## config.mk

```make
export PLATFORM = sky130hd
export DESIGN_NAME = alu_6bit
export DESIGN_NICKNAME = d
export VERILOG_FILES = /design/src/rtl/alu_6bit.sv
export SDC_FILE = /design/constraint.sdc
export NUM_CORES = 1
export LEC_CHECK = 0
export BUFFER_PORTS_ARGS = -buffer_cell sky130_fd_sc_hd__buf_2
export CAP_MARGIN = 20
export CORE_UTILIZATION = 35
export DETAILED_ROUTE_END_ITERATION = 6
export PLACE_DENSITY = 0.58
export SYNTH_ARGS = -nofsm -noshare
export SYNTH_HDL_FRONTEND = slang
export SYNTH_SLANG_ARGS = --single-unit
```

## constraint.sdc

```tcl
create_clock -name clk -period 2.94 [get_ports clk]
set_clock_uncertainty 0.2 [all_clocks]
set_input_delay 0.147 -clock clk [delete_from_list [all_inputs] [get_ports clk]]
set_output_delay 0.147 -clock clk [all_outputs]
set_load 0.01 [all_outputs]
```

## src/rtl/alu_6bit.sv

```systemverilog
// Purpose: 6-bit unsigned ALU, 16 opcodes, result truncated mod 64.
// Latency: 1 cycle from sampled sel/A/B to X; synchronous reset clears X.
// Backpressure: none; one operation accepted every cycle, no handshake.
module alu_6bit (
  input  logic       clk,
  input  logic       rst,
  input  logic [3:0] sel,
  input  logic [5:0] A,
  input  logic [5:0] B,
  output logic [5:0] X
);

  // Opcode encodings, named so the decode below reads as the operation list.
  typedef enum logic [3:0] {
    OP_ZERO = 4'b0000,
    OP_PASS_A = 4'b0001,
    OP_PASS_B = 4'b0010,
    OP_MAX = 4'b0011,
    OP_MIN = 4'b0100,
    OP_ADD = 4'b0101,
    OP_SUB = 4'b0110,
    OP_AND = 4'b0111,
    OP_OR = 4'b1000,
    OP_XOR = 4'b1001,
    OP_NOT_A = 4'b1010,
    OP_SHL = 4'b1011,
    OP_SHR = 4'b1100,
    OP_INC = 4'b1101,
    OP_DEC = 4'b1110,
    OP_LT = 4'b1111
  } op_e;

  logic [5:0] result;
  logic       a_lt_b;

  // Single shared unsigned comparator feeds max, min and set-less-than.
  assign a_lt_b = (A < B);

  // Combinational result decode; every opcode maps to a defined value.
  always_comb begin
    result = 6'b000000;
    case (sel)
      OP_ZERO:   result = 6'b000000;
      OP_PASS_A: result = A;
      OP_PASS_B: result = B;
      OP_MAX:    result = a_lt_b ? B : A;   // tie returns A (== B)
      OP_MIN:    result = a_lt_b ? A : B;
      OP_ADD:    result = A + B;            // carry out dropped
      OP_SUB:    result = A - B;            // borrow dropped, wraps
      OP_AND:    result = A & B;
      OP_OR:     result = A | B;
      OP_XOR:    result = A ^ B;
      OP_NOT_A:  result = ~A;
      OP_SHL:    result = {A[4:0], 1'b0};
      OP_SHR:    result = {1'b0, A[5:1]};
      OP_INC:    result = A + 6'd1;
      OP_DEC:    result = A - 6'd1;
      OP_LT:     result = a_lt_b ? 6'b000001 : 6'b000000;
      default:   result = 6'b000000;
    endcase
  end

  // Result register; reset wins over the operation sampled at the same edge.
  always_ff @(posedge clk) begin
    if (rst) begin
      X <= 6'b000000;
    end else begin
      X <= result;
    end
  end

endmodule

```

==> results.toml <==
[global_route]
grt_pass1_wl_um = 8070
grt_max_degree = 26
overflow = 0
grt_pass1_vias = 1653
grt_usage = 0.199
grt_antenna_before_repair = 0

[sta]
setup_violations = 0
hold_viol = 0
max_freq_mhz = 382
min_period_over_period = 0.891
slew_viol_final = 0
worst_pin_slew_ns = 0.612
rsz0062_at_grt = "no"
fin_setup_tns_ns = 0
period_minus_slack_ns = 2.62
slew_headroom = 0.591

[logic_synthesis]
synth-xor-area-share = 0.0505
synth-async-reset-ratio = 0
synth_top_family_by_area = "compound AO/OA/AOI/OAI gates"
yosys.area_share.simple = 0.254
yosys.area.top_type = "ha_1"
syn_avg_cell_area_um2 = 7.39
synth-adder-area-share = 0.199
syn_area_um2 = 1710
ys_warn_count = 0
synth.mux.area_fraction = 0.0418
synth_fp_nets = 275
synth_edf_count = 0
ys.flop_type = "dfxtp_1"
synth_compound_area_frac = 0.299
yosysSeqAreaShare = 0.0703
netlist.area_leader.share = 0.176
ys_ff_latch = 6
synth_cell_types = 54
synth_area_leaders = "ha_1 (18%), dfxtp_1 (7.0%), o21ai_0 (4.4%)"
netlist_instances = 231

[cts]
cts_sinks = 6
cts_tree = "built"
hold_buffers = 0
h-tree-depth = 1
cts_root_buf = "clkbuf_8"
clockBufferDepth = 2
cts_made_buffers = 3
cts.clk_slew.worst_paths_ns = 0.03
post_cts_buffers = 0
cts_resized = 0

[detailed_routing]
drtPass1Iterations = 4
vias = 1781
drc_errors = 0
vias_per_cell = 5.62
wl_per_cell_um = 15.8
ant_nets = 0
drt_iter0_markers = 146
routed_wl_um = 5010

[placed_design]
dp_hpwl_um = 3920
routabilityCongestion = 0.884
io_buffer_count = 23
placed_cells = 314

[floorplan]
coreArea_um2 = 4720
floorplan.die_area_um2 = 5160
die_h_um = 71.9
die_x_um = 71.9
initial_core_util = 0.362
num_rows = 25
ioPinCount = 24

[worst_setup_path]
crit_path_max_incr_delay_ns = 0.40
critPathSlowestCell = "fa_1"
worstPathArrival_ns = 2.52
worst_setup_path_start_kind = "primary input"
critPathKind = "in2reg"
worst_setup_path_end_kind = "register"
worstPathRequired_ns = 2.84
cp_max_fo = 20
worstPathCellList = "buf_2 > xnor2_2 > o21ai_0 > ha_1 > inv_1 > fa_1 > a21o_1 > a21oi_1 > xnor2_1 > a22oi_1 > o211a_1 > a31oi_1"

[cells_and_area]
layout-drive-gt1-share = 0.168
fin_cells = 317
top_register = "X"
largest_reg_flops = 6
largestRegisters = "X: 6 flops"
antenna_cells = 0
nNetsFinal = 296
final_common_cell = "ha_1"
syn_to_final_growth_pct = 12.4
final_cell_mix = "ha_1 (24), buf_2 (23), inv_1 (19), nand2_1 (19), nor2_1 (18)"

[power_and_ir_drop]
leakage_nw = 0.835
power_density_nw_per_um2 = 268
ir_drop_mv = 0.132

[run_status]
status = "finished, final reports clean"

[job]
maxCapViolations = 0

[worst_hold_path]
hold_class = "in2reg"
per-stage QoR:
stage	worst slack, ns	util	power (mW)	hold WS (ns)	cell area [um2]
global placement	0.125	0.398	0.394	0.284	1880
detailed placement	0.177	0.398	0.393	0.289	1880
CTS	0.380	0.406	0.516	0.0570	1920
floorplan	0.629	-	0.309	0.0965	1710
global route	0.224	0.406	0.553	0.0733	1920
finish	0.319	0.406	0.515	0.0642	1920
cell usage after synthesis, types with 3 or more instances:
library cell and count:
dfxtp_1 6, nand2_1 19, nand4b_1 3, xnor2_1 6, clkbuf_1 3, nor2b_1 5
a21oi_1 14, a22o_1 3, ha_1 24, and2_1 3, a31oi_1 7, nand3_1 8
nor3b_1 4, buf_2 8, nand3b_1 3, a22oi_1 3, o21ai_0 15, nand2b_1 6
nor2_1 18, mux2i_1 6, a32oi_1 3, inv_1 19, o31ai_1 3
layer usage:
layer,global-route usage,vias to the layer above,wire length (um)
met5,0,-,0
met2,0.339,67,2440
met3,0.0113,2,298
li1,-,877,-
met4,0.0458,0,14
met1,0.275,835,2260
power by group:
| group | internal [mW] | switching [mW] | total (mW) |
|---|---|---|---|
| Combinational | 0.126 | 0.177 | 0.303 |
| Clock | 0.0876 | 0.0320 | 0.120 |
| Sequential | 0.0908 | 0.00154 | 0.0924 |
final timing paths:
| check | cells after the start | from | slack (ns) | endpoint |
|---|---|---|---|---|
| worst max-delay path | 12 | sel[1] | 0.32 | X[4] |
| worst min-delay path | 3 | B[4] | 0.06 | X[4] |
worst max-delay path, delay by kind of cell:
| family | cells | cell delay, ns |
|---|---|---|
| AO/OA/AOI/OAI | 6 | 1.09 |
| adder cells (fa/ha/maj) | 2 | 0.65 |
| buffers and inverters | 2 | 0.40 |
| XOR/XNOR | 2 | 0.22 |
cells by family after synthesis:
family                     after synthesis
muxes                                    7
xor gates and xnor gates                 9
DFF                                      6
AOI/OAI and AO/OA                       72
buffers and inverters                   32
and+or+nand+nor                         79
adders and majority gates               26
cell type report:
| class | count | area, um2 |
|---|---|---|
| Clock buffer | 3 | 41.3 |
| Fill cell | 510 | 2800 |
| Inverter | 19 | 71.3 |
| Multi-Input combinational cell | 193 | 1440 |
| Sequential cell | 6 | 120 |
| Tap cell | 67 | 83.8 |
| Timing Repair Buffer | 29 | 160 |
(Power assumes the default switching activity.)
